[src/rtl/rv32i_types.sv]
// Shared RV32I pipeline types: the common data bus payload and the CDB arbiter configuration.
package rv32i_types;

    localparam int CDB_NUM_REQ      = 4;
    localparam int CDB_STARVE_LIMIT = 8;

    typedef enum logic [1:0] {
        CDB_ALU = 2'd0,
        CDB_MUL = 2'd1,
        CDB_DIV = 2'd2,
        CDB_LSU = 2'd3
    } cdb_req_e;

    typedef struct packed {
        logic        cdb_valid;
        logic [5:0]  rob_index;
        logic [6:0]  phys_rd;
        logic [31:0] data;
        logic        branch_commit;
        logic        mispredict;
    } cdb_t;

endpackage

[src/rtl/rr_find_first.sv]
// Combinational wrap-around picker: one-hot of the first set bit of req at or after ptr (ptr < N).
// Zero latency, no state; rotate right by ptr, isolate the lowest set bit, rotate back.
module rr_find_first #(
    parameter int N     = 4,
    parameter int PTR_W = (N > 1) ? $clog2(N) : 1
) (
    input  logic [N-1:0]     req,
    input  logic [PTR_W-1:0] ptr,
    output logic [N-1:0]     gnt,
    output logic             found
);
    logic [N-1:0] rot;
    logic [N-1:0] iso;

    always_comb begin
        rot   = N'({req, req} >> ptr);
        iso   = rot & (~rot + N'(1));
        gnt   = N'(({iso, iso} << ptr) >> N);
        found = |req;
    end

endmodule

[src/rtl/cdb_arbiter.sv]
// CDB arbiter: one FU result per cycle, starved > branch > round-robin; grant is same-cycle,
// payload is on cdb_out one cycle later. branch_flush or rst blocks all grants (req_ready=0).
module cdb_arbiter
    import rv32i_types::*;
#(
    parameter int NUM_REQ      = CDB_NUM_REQ,
    parameter int STARVE_LIMIT = CDB_STARVE_LIMIT
) (
    input  logic               clk,
    input  logic               rst,
    input  logic               branch_flush,
    input  logic [NUM_REQ-1:0] req_valid,
    input  cdb_t [NUM_REQ-1:0] req_cdb,
    output logic [NUM_REQ-1:0] req_ready,
    output logic               cdb_valid,
    output cdb_t               cdb_out,
    output logic [31:0]        conflict_cycles
);
    localparam int PTR_W = (NUM_REQ > 1) ? $clog2(NUM_REQ) : 1;
    localparam int CNT_W = $clog2(STARVE_LIMIT + 1);
    localparam logic [CNT_W-1:0] LIMIT = CNT_W'(STARVE_LIMIT);

    logic [PTR_W-1:0]              rr_ptr_q, rr_ptr_d;
    logic [NUM_REQ-1:0][CNT_W-1:0] wait_cnt_q, wait_cnt_d;
    logic                          cdb_valid_q, cdb_valid_d;
    cdb_t                          cdb_out_q, cdb_out_d;
    logic [31:0]                   conflict_q, conflict_d;

    logic [NUM_REQ-1:0] branch_mask, starve_mask, starve_oh;
    logic [NUM_REQ-1:0] branch_oh, rr_oh, grant_oh;
    logic               branch_found, rr_found;
    logic [PTR_W-1:0]   grant_idx;

    always_comb begin
        branch_mask = '0;
        starve_mask = '0;
        for (int i = 0; i < NUM_REQ; i++) begin
            branch_mask[i] = req_valid[i] & req_cdb[i].branch_commit;
            starve_mask[i] = req_valid[i] & (wait_cnt_q[i] == LIMIT);
        end
        // Lowest-index starved requester: isolate the lowest set bit.
        starve_oh = starve_mask & (~starve_mask + NUM_REQ'(1));
    end

    rr_find_first #(.N(NUM_REQ), .PTR_W(PTR_W)) u_branch_pick (
        .req   (branch_mask),
        .ptr   (rr_ptr_q),
        .gnt   (branch_oh),
        .found (branch_found)
    );

    rr_find_first #(.N(NUM_REQ), .PTR_W(PTR_W)) u_rr_pick (
        .req   (req_valid),
        .ptr   (rr_ptr_q),
        .gnt   (rr_oh),
        .found (rr_found)
    );

    always_comb begin
        grant_oh = '0;
        if (!rst && !branch_flush) begin
            if (|starve_mask) begin
                grant_oh = starve_oh;
            end else if (branch_found) begin
                grant_oh = branch_oh;
            end else if (rr_found) begin
                grant_oh = rr_oh;
            end
        end
        grant_idx = '0;
        for (int i = 0; i < NUM_REQ; i++) begin
            if (grant_oh[i]) grant_idx = PTR_W'(i);
        end
    end

    assign req_ready = grant_oh;

    always_comb begin
        rr_ptr_d    = rr_ptr_q;
        cdb_valid_d = 1'b0;
        cdb_out_d   = '0;
        if (|grant_oh) begin
            rr_ptr_d            = (grant_idx == PTR_W'(NUM_REQ - 1)) ? '0 : grant_idx + PTR_W'(1);
            cdb_valid_d         = 1'b1;
            cdb_out_d           = req_cdb[grant_idx];
            cdb_out_d.cdb_valid = 1'b1;
        end
        wait_cnt_d = wait_cnt_q;
        for (int i = 0; i < NUM_REQ; i++) begin
            if (branch_flush || !req_valid[i] || grant_oh[i]) begin
                wait_cnt_d[i] = '0;
            end else if (wait_cnt_q[i] != LIMIT) begin
                wait_cnt_d[i] = wait_cnt_q[i] + CNT_W'(1);
            end
        end
        conflict_d = conflict_q + (($countones(req_valid) >= 2) ? 32'd1 : 32'd0);
    end

    always_ff @(posedge clk) begin
        if (rst) begin
            rr_ptr_q    <= '0;
            wait_cnt_q  <= '0;
            cdb_valid_q <= 1'b0;
            cdb_out_q   <= '0;
            conflict_q  <= '0;
        end else begin
            rr_ptr_q    <= rr_ptr_d;
            wait_cnt_q  <= wait_cnt_d;
            cdb_valid_q <= cdb_valid_d;
            cdb_out_q   <= cdb_out_d;
            conflict_q  <= conflict_d;
        end
    end

    assign cdb_valid       = cdb_valid_q;
    assign cdb_out         = cdb_out_q;
    assign conflict_cycles = conflict_q;

endmodule

[config.mk]
export PLATFORM = sky130hd
export DESIGN_NAME = cdb_arbiter
export DESIGN_NICKNAME = d
export VERILOG_FILES = /design/src/rtl/rv32i_types.sv /design/src/rtl/rr_find_first.sv /design/src/rtl/cdb_arbiter.sv
export SDC_FILE = /design/constraint.sdc
export NUM_CORES = 1
export LEC_CHECK = 0
export ABC_AREA = 1
export CORE_MARGIN = 5
export CORE_UTILIZATION = 46
export CTS_CLUSTER_SIZE = 16
export DETAILED_ROUTE_END_ITERATION = 12
export PLACE_DENSITY = 0.93
export SLEW_MARGIN = 20
export SYNTH_ARGS = -nofsm -noshare
export SYNTH_HDL_FRONTEND = slang
export SYNTH_SLANG_ARGS = --single-unit
[constraint.sdc]
create_clock -name clk -period 8.3 [get_ports clk]
set_input_delay 0.83 -clock clk [delete_from_list [all_inputs] [get_ports clk]]
set_output_delay 0.83 -clock clk [all_outputs]
set_load 0.1 [all_outputs]
**Word-level counts from Yosys, hierarchy flattened**

Index checks and enable logic that the tools add are counted.

- Input port bits: 199
- Output and inout bits: 85
- Register bits after elaboration: 99

- Shifts and indexed selects: 4
- Multiplexer cells: 13
- Reduce and logical (&&, ||, !) cells: 24
- $lt $le $gt $ge: 2
- Eq/ne operators: 9
- Add/sub/neg operators: 12
- Bitwise operators: 15

Operators with widths:

| cell | number |
|---|---|
| 48-bit binary-select mux with 2-bit select | 1 |
| 48-bit two-way mux | 1 |
| 47-bit two-way mux | 1 |
| 32-bit by 1-bit adder with 32-bit output | 1 |
| 4-bit by 1-bit adder with 4-bit output, second input constant | 7 |
| 4-bit equality test, second input constant | 4 |
| 4-bit two-way mux | 4 |
| 4-bit inequality test, second input constant | 4 |
| 4-bit OR reduction | 4 |
| 8-bit by 2-bit left shift with 8-bit output | 2 |
| 8-bit by 2-bit right shift with 4-bit output | 2 |
| 4-bit AND | 3 |
| 4-bit NOT | 3 |
| 2-bit OR reduction | 5 |
| 1-bit AND | 8 |
| 1-bit logical OR | 8 |
| 1-bit zero test | 6 |
| 2-bit two-way mux | 3 |
| 1-bit by 1-bit adder with 2-bit output | 2 |
| 2-bit by 2-bit adder with 3-bit output | 1 |
| 3-bit by 2-bit greater-or-equal comparator with 1-bit output, second input constant | 1 |
| 2-bit by 3-bit < comparator with 1-bit output, second input constant | 1 |
| 1-bit two-way mux | 3 |
| 2-bit by 1-bit adder with 2-bit output, second input constant | 1 |
| 3 further kinds | 3 |

**Depth between registers and ports, before layout**

Gate-level depths: netlist (run 1).

- Depth after elaboration: 15
- Mapped depth: 21
- Depth with buffers taken out: 19

**By module**

From an unflattened synthesis (run 1), not the netlist that was laid out.

- Cells, all modules: 1098
- Area, all modules: 6681.4 um2

Modules (own cells, without submodules):

| module | area each (um2) | times used | cells an instance | seq. area each (um2) |
|---|---|---|---|---|
| cdb_arbiter | 6098.3 | 1 | 992 | 1961.9 |
| rr_find_first | 291.5 | 2 | 53 | 0.0 |

**Worst setup path after synthesis (run 1)**

Ideal clock, no wire load.

- Kind: input to register
- Start: input req_valid[0]
- End: register conflict_q[28], in the netlist conflict_cycles[28]
- Cell stages on the path: 17
- Data required time: 8168 ps
- Arrival: 3613 ps
- Path slack: 4555 ps
- Path buffers: 0
- Cells stage by stage: fa_1 a21o_1 ha_1 ha_1 nand2_1 nor2_1 nand3_1 nor2_2 nand2_1 nor2_1 nand4_1 nor2_1 nand3_1 nor3_1 nand3_1 nor2_1 nor3_1

- Word-level cells in the longest chain between the ends: 5

RTL lines:

| item | RTL line | RTL |
|---|---|---|
| from (decl) | cdb_arbiter.sv:12 | `input logic [NUM_REQ-1:0] req_valid,` |
| 1-bit by 1-bit adder with 2-bit output (implied by the code) | cdb_arbiter.sv:96 | `conflict_d = conflict_q + (($countones(req_valid) >= 2) ? 32'd1 : 32'd0);` |
| 2-bit by 2-bit adder with 3-bit output (implied by the code) | cdb_arbiter.sv:96 |  |
| 3-bit by 2-bit greater-or-equal comparator with 1-bit output | cdb_arbiter.sv:96 |  |
| 1-bit two-way mux | cdb_arbiter.sv:96 |  |
| 32-bit by 1-bit adder with 32-bit output | cdb_arbiter.sv:96 |  |
| to (signal assigned) | cdb_arbiter.sv:111 | `conflict_q <= conflict_d;` |
| to (decl) | cdb_arbiter.sv:27 | `logic [31:0] conflict_q, conflict_d;` |

No other way between the ends.
A chain may end at the register's enable or synchronous reset.

**Final worst setup path (run 1)**

- Start: input req_valid[3]
- End: output req_ready[3]

- Word-level cells in the longest chain between the ends: 9
- Elaborated cells between the ends (all ways): 22

RTL lines:

| item | RTL line | RTL |
|---|---|---|
| 8-bit by 2-bit right shift with 4-bit output / 1-bit AND (equally long branches) | rr_find_first.sv:16, cdb_arbiter.sv:38 |  |
| 4-bit NOT / 8-bit by 2-bit right shift with 4-bit output (equally long branches) | rr_find_first.sv:17, rr_find_first.sv:16 |  |
| 4-bit by 1-bit adder with 4-bit output / 4-bit NOT (equally long branches) | rr_find_first.sv:17 | `iso = rot & (~rot + N'(1));` |
| 4-bit AND / 4-bit by 1-bit adder with 4-bit output (equally long branches) | rr_find_first.sv:17 |  |
| 8-bit by 2-bit left shift with 8-bit output / 4-bit AND (equally long branches) | rr_find_first.sv:18, rr_find_first.sv:17 |  |
| 4-bit two-way mux / 8-bit by 2-bit left shift with 8-bit output (equally long branches) | cdb_arbiter.sv:66, rr_find_first.sv:18 |  |
| 4-bit two-way mux | cdb_arbiter.sv:64 | `end else if (branch_found) begin` |
| 4-bit two-way mux (*) | cdb_arbiter.sv:62 | `if (\|starve_mask) begin` |
| 4-bit two-way mux (*) | cdb_arbiter.sv:61 | `if (!rst && !branch_flush) begin` |
| to (decl) | cdb_arbiter.sv:14 | `output logic [NUM_REQ-1:0] req_ready,` |

Mark *: on every way between the ends. The rest lies on a longest branch, timed or not.

==> impl_results.md, run 1 <==
- CTS tree: done
- Unrepaired setup endpoints after global routing: no
- Max_slew headroom: 27.1%
- Run status: finished, final reports clean
- Slew Viols, Final: 0
- Actual transition at the worst max-transition pin: 1090 ps
- Largest net degree at the start of global routing: 98
- Startpoint types: input port
- Post-Syn Area: 6470 sq um
- Synthesized netlist cell count: 1067
- Placeable Area: 13800 sq um
- Peak VDD IR: 274 uV
- Cell mode on critical path: nand2_1
- Final hold vios: 0
- Post-Synth Adder-Cell Area: 2.44%
- Post-placement cell count: 1479
- PortBufs: 279
- TritonCTS Buffers: 9
- Initial core utilization: 46.8%
- Max-Cap Viols: 0
- Routability cong.: 0.876
- FP Rows: 43
- Routed vias/inst: 5.01
- Cts hold-fix bufs: 0
- WP data required: 7470 ps
- FMAX: 198 MHz
- First-pass GRT wire length: 34.3 mm
- Leak Pwr: 0.00458 uW
- Main combinational cell family by area after synthesis: simple AND/OR/NAND/NOR gates
- Number of global-route vias before repair: 7183
- CTS Buffer Depth: 2
- Total grt overflow: 0
- Worst Path Max Fanout: 52
- Post-Route WL: 21.9 mm
- Layout cell share with drive strength beyond 1: 3.19%
- Reg2Reg Depth: 17
- Wire length on met3: 2.12 mm
- Synth Area in Simple Gates: 38.3%
- Synth cell types: 35
- HPWL after DPL: 15.9 mm
- Clock sinks: 98
- Post-CTS setup buffers: 0
- CTS H-tree depth: 3
- Die width: 129 microns
- Slowest CP cell: clkdlybuf4s50_1
- Arr. time, crit path: 4230 ps
- WL met1: 8.46 mm
- Worst hold path class: flip-flop to flip-flop
- Gr usage total: 25.5%
- Hold-critical path depth: 2
- Hold WS: 476 ps
- Crit-path cells: clkdlybuf4s50_1 -> nand2_1 -> nand3_1 -> nand2_2 -> nand2_1 -> nor2_1 -> nand2_1 -> nand3_1 -> nand2_1 -> nand3_1 -> nand3b_2 -> buf_4 -> inv_1 -> clkdlybuf4s50_1
- Drt first pass iters: 5
- Syn avg cell area: 6.06 sq um
- Worst setup EP type: output pin
- Initial antenna violation count: 0
- Yosys reg bits: 98
- Worst-skew pair later-pin latency: 350 ps
- Fin Setup TNS: 0 ps
- Post-synth top area share: 30.3%
- Mux contribution to synthesized area: 0%
- # setup viols final: 0
- Synthesis-to-layout area growth: 47.3%
- Top Ports: 284
- Leading area contributor after synthesis: dfxtp_1
- Xor/xnor share of the synthesized area: 1.49%
- Layout Nets: 1521
- Final Core Density: 68.9%
- Finished Layout Cells: 1495
- Delay of the slowest critical-path stage: 1130 ps
- Clock root cell: clkbuf_16
- Syn_nets: 1278
- Final min period: 5060 ps
- Yosys warns: 0
- Routed WL per cell: 14.7 microns
- PwrDens: 341 nW/um^2
- Post-synthesis sequential area ratio: 30.3%
- Synth Area in Compound Gates: 8.37%
- DR vias: 7494
- Area contributors post-synth: dfxtp_1 30%, nand3_1 15%, nand2_1 14%
- Top layer in use: met4
- DRC: 0
- Commonest non-fill, non-tap cell in the layout: clkdlybuf4s50_1
- Crit share post-route: 60.9%
- Antenna Nets Post-Route: 0
- Diode count: 0
- Most frequent cells in the layout: 279 x clkdlybuf4s50_1, 244 x nand2_1, 238 x inv_1
- First DRT Iteration DRCs: 453
- Kind of critical path: input port to output pin
- Post-CTS sizing: 0
- Routed wl met2: 10.8 mm
- Reg clk slew, reported paths: 80 ps
- Chip Height: 129 microns
- Worst Skew: 7.11 ps
- Die area: 16500 sq um
cell type report:
cell class	instances	area, sq um
tap	180	225
clock buffer	9	225
fill	1126	4300
sequential	98	1960
timing repair buffer	284	2830
multi-input combinational	677	3290
inverter	240	903
clock inverter	7	91.3
routing by layer:
metal  track usage, %  vias to the layer above
met5                0                        -
met4             9.51                        0
met3             6.19                       39
met2             45.3                      315
met1             29.6                     3355
li1                 -                     3785
critical path: cells and delay by family:
kind	cells	cell delay, ps
buffers and inverters	4	2270
AND/OR/NAND/NOR	10	1120
cell usage after synthesis (all sizes together):
master,number
nand2,251
inv,240
nand3,199
dfxtp,98
a21oi,73
nor2,64
buf,40
nand4,19
nor3,16
o21ai,14
clkbuf,12
ha,11
o21a,7
xor2,7
xnor2,4
nor4,3
a31oi,2
nand3b,2
a211oi,1
a21o,1
and2,1
fa,1
o31ai,1
sequential cells by signal, indices dropped and copies added (netlist names):
name / count
wait_cnt_q: 16
cdb_out: 47
cdb_valid: 1
conflict_cycles: 32
rr_ptr_q: 2
final timing paths:
kind	end	slack, ps	start
setup / recovery	req_ready[3]	3240	req_valid[3]
hold / removal	conflict_cycles[31]$_SDFF_PP0_	480	conflict_cycles[31]$_SDFF_PP0_
setup reg to reg	rr_ptr_q[0]$_SDFFE_PP0P_	4130	rr_ptr_q[1]$_SDFFE_PP0P_
hold reg to reg	conflict_cycles[31]$_SDFF_PP0_	480	conflict_cycles[31]$_SDFF_PP0_
power by group:
part           switching, uW  internal (uW)
Clock                    204            244
Sequential              60.2            604
Combinational           1610            527
kinds of logic after synthesis:
| kind of cell | count (synthesis) |
|---|---|
| and+or+nand+nor | 555 |
| buffers and inverters | 292 |
| AOI/OAI and AO/OA | 99 |
| DFF | 98 |
| adders and majority gates | 12 |
| xor gates and xnor gates | 11 |
metrics by stage:
stage | worst slack, ps | cell area (sq um) | total power (uW)
global placement | 3220 | 9210 | 2780
global route | 2950 | 9530 | 3420
floorplan | 4560 | 6470 | 2320
finish | 3240 | 9530 | 3250
detailed placement | 3250 | 9210 | 2810
CTS | 3240 | 9530 | 3270
(Power assumes the default switching activity.)
==> run 2: changes to the inputs <==
--- a/config.mk
+++ b/config.mk
@@ -7,10 +7,10 @@
 export LEC_CHECK = 0
 export ABC_AREA = 1
 export CORE_MARGIN = 5
-export CORE_UTILIZATION = 46
+export CORE_UTILIZATION = 39
 export CTS_CLUSTER_SIZE = 16
 export DETAILED_ROUTE_END_ITERATION = 12
-export PLACE_DENSITY = 0.93
+export PLACE_DENSITY = 0.84
 export SLEW_MARGIN = 20
 export SYNTH_ARGS = -nofsm -noshare
 export SYNTH_HDL_FRONTEND = slang
==> constraint.sdc (replaced) <==
create_clock -name clk -period 4.23 [get_ports clk]
set_input_delay 0.423 -clock clk [delete_from_list [all_inputs] [get_ports clk]]
set_output_delay 0.423 -clock clk [all_outputs]
set_load 0.1 [all_outputs]
==> run 2 against run 1 <==
Against the previous run:
- sequential share of layout area fell by 0.32 points
- non-clock buffer count increased by 10
- sequential power up 93%
- hold slack better by 12 ps
- clock skew is 3.1 ps higher
- via count is 0.21% higher
- critical path type is now input port to flip-flop
- total power up 97%
- critical path depth up 4
- utilization shrank 9.9 points
- sequential cell count is the same
- register-to-register slack lost 2900 ps
- critical endpoint is now conflict_cycles[28]$_SDFF_PP0_
- largest power group unchanged
==> impl_results.md, run 2 (synthesis results as in run 1) <==
- Placeable Area: 16400 sq um (was 13800 sq um)
- Startpoint types: input port (unchanged)
- CTS tree: done (unchanged)
- Post-placement cell count: 1529 (was 1479)
- Largest net degree at the start of global routing: 99 (was 98)
- Worst hold path class: flip-flop to flip-flop (unchanged)
- Clock root cell: clkbuf_16 (unchanged)
- Layout cell share with drive strength beyond 1: 4.15% (was 3.19%)
- FP Rows: 47 (was 43)
- Worst Path Max Fanout: 4 (was 52)
- Leak Pwr: 0.00464 uW (was 0.00458 uW)
- Initial antenna violation count: 2 (was 0)
- Chip Height: 139 microns (was 129 microns)
- Peak VDD IR: 360 uV (was 274 uV)
- Synthesis-to-layout area growth: 49.6% (was 47.3%)
- Routability cong.: 0.862 (was 0.876)
- Cts hold-fix bufs: 0 (unchanged)
- Top Ports: 284 (unchanged)
- Sw Ratio: 57.9% (was 57.7%)
- Max reg flops: 47 (unchanged)
- Kind of critical path: input port to flip-flop (was input port to output pin)
- Fin Setup TNS: 0 ps (unchanged)
- Clock sinks: 98 (unchanged)
- Number of global-route vias before repair: 6835 (was 7183)
- WP data required: 4460 ps (was 7470 ps)
- Worst-skew pair later-pin latency: 350 ps (about the same)
- Tot Pwr: 6390 uW (was 3250 uW)
- Worst setup EP type: flip-flop (was output pin)
- Finished Layout Cells: 1547 (was 1495)
- Int Power: 2690 uW (was 1370 uW)
- DR vias: 7510 (was 7494)
- Most frequent cells in the layout: 275 x clkdlybuf4s50_1, 244 x nand2_1, 238 x inv_1 (was 279 x clkdlybuf4s50_1, 244 x nand2_1, 238 x inv_1)
- Max_slew headroom: 30.2% (was 27.1%)
- Post-CTS setup buffers: 0 (unchanged)
- HPWL after DPL: 16.7 mm (was 15.9 mm)
- Total grt overflow: 0 (unchanged)
- Unrepaired setup endpoints after global routing: no (unchanged)
- Post-Route WL: 22.5 mm (was 21.9 mm)
- Initial core utilization: 39.4% (was 46.8%)
- Final min period: 3610 ps
- # setup viols final: 0 (unchanged)
- Gr usage total: 22.1% (was 25.5%)
- Arr. time, crit path: 3840 ps (was 4230 ps)
- CTS Buffer Depth: 2 (unchanged)
- Die width: 139 microns (was 129 microns)
- Run status: finished, final reports clean (unchanged)
- Fillers: 1486 (was 1126)
- Antenna Nets Post-Route: 0 (unchanged)
- Worst Skew: 10.3 ps (was 7.11 ps)
- Routed WL per cell: 14.6 microns (was 14.7 microns)
- Post-CTS sizing: 0 (unchanged)
- Sequential share of power: 20.0% (was 20.4%)
- Reg clk slew, reported paths: 70 ps (was 80 ps)
- TritonCTS Buffers: 9 (unchanged)
- First-pass GRT wire length: 35.1 mm (was 34.3 mm)
- Actual transition at the worst max-transition pin: 1040 ps (was 1090 ps)
- Max-Cap Viols: 0 (unchanged)
- Clock network fraction of total power: 12.7% (was 13.8%)
- Hold WS: 487 ps (was 476 ps)
- PwrDens: 660 nW/um^2 (was 341 nW/um^2)
- First DRT Iteration DRCs: 463 (was 453)
- Slew Viols, Final: 0 (unchanged)
- Commonest non-fill, non-tap cell in the layout: clkdlybuf4s50_1 (unchanged)
- CTS H-tree depth: 3 (unchanged)
- Die area: 19300 sq um (was 16500 sq um)
- Comb pwr share: 67.3% (was 65.8%)
- FMAX: 277 MHz
- Drt first pass iters: 5 (unchanged)
- DRC: 0 (unchanged)
- Final hold vios: 0 (unchanged)
- Sw power: 3700 uW (was 1880 uW)
- Crit share post-route: 85.4%
- PortBufs: 279 (unchanged)
- Layout Nets: 1531 (was 1521)
- Routed vias/inst: 4.85 (was 5.01)
run 2: changes by cell type in the layout (fill, tap and decap cells not counted), sizes merged:
cell / previous run / this run
buf: 5 / 19
bufinv: 1 / 0
clkbuf: 9 / 10
clkdlybuf4s50: 279 / 275
clkinv: 0 / 2
clkinvlp: 1 / 0
diode: 0 / 2
inv: 245 / 244
run 2: critical path: stages:
cell	delay [ps]
clkdlybuf4s50_1	450
fa_1	550
a21o_1	120
ha_1	180
ha_1	170
nand2_1	70
nor2_1	160
nand3_1	140
nor2_2	150
nand2_1	90
nor2_1	210
nand4_1	150
nor2_1	180
nand3_1	160
nor3_1	310
nand3_1	160
nor2_1	120
nor3_1	50
run 2: layer usage:
| layer | part of all wire, % | up-vias | GRT usage (%) |
|---|---|---|---|
| li1 | - | 3814 | - |
| met1 | 43 | 3351 | 27.8 |
| met2 | 47 | 304 | 36.8 |
| met3 | 7.5 | 41 | 5.14 |
| met4 | 3.0 | 0 | 8.29 |
| met5 | 0 | - | 0 |
run 2: cell type report:
| type | instances | area [sq um] | share of cell area [%] |
|---|---|---|---|
| clock inverter | 6 | 57.6 | 0.594 |
| clock buffer | 10 | 229 | 2.36 |
| multi-input combinational | 677 | 3290 | 34.0 |
| antenna | 2 | 5.00 | 0.0517 |
| inverter | 240 | 903 | 9.33 |
| sequential | 98 | 1960 | 20.3 |
| tap | 220 | 275 | 2.84 |
| timing repair buffer | 294 | 2960 | 30.5 |
run 2: path summary, 6_finish.rpt:
kind,endpoint,from,cells past startpoint,slack (ps)
setup / recovery,conflict_cycles[28]$_SDFF_PP0_,req_valid[0],18,620
hold / removal,conflict_cycles[31]$_SDFF_PP0_,conflict_cycles[31]$_SDFF_PP0_,2,490
setup reg to reg,cdb_out[2]$_SDFF_PP0_,rr_ptr_q[0]$_SDFFE_PP0P_,16,1230
hold reg to reg,conflict_cycles[31]$_SDFF_PP0_,conflict_cycles[31]$_SDFF_PP0_,2,490
run 2: power groups by stage:
stage / Sequential, uW / Combinational (uW) / Clock (uW)
2_1_floorplan: 3070 / 1480 / 0
3_3_place_gp: 1290 / 4280 / 0
3_5_place_dp: 1300 / 4310 / 0
4_1_cts: 1280 / 4320 / 830
5_1_grt: 1300 / 4540 / 858
6_report: 1280 / 4300 / 813
run 2: metrics by stage:
stage	utilization, %	area (sq um)	setup WS [ps]
4_1_cts	59.0	9680	625
3_3_place_gp	57.2	9390	359
6_report	59.0	9680	617
5_1_grt	59.0	9680	166
2_1_floorplan	-	6470	854
3_5_place_dp	57.2	9390	299
==> run 3: changes to the inputs <==
--- a/config.mk
+++ b/config.mk
@@ -15,3 +15,4 @@
 export SYNTH_ARGS = -nofsm -noshare
 export SYNTH_HDL_FRONTEND = slang
 export SYNTH_SLANG_ARGS = --single-unit
+export TNS_END_PERCENT = 50
==> results of run 3 <==
Final layout, timing and power as in run 2 (identical DEF).
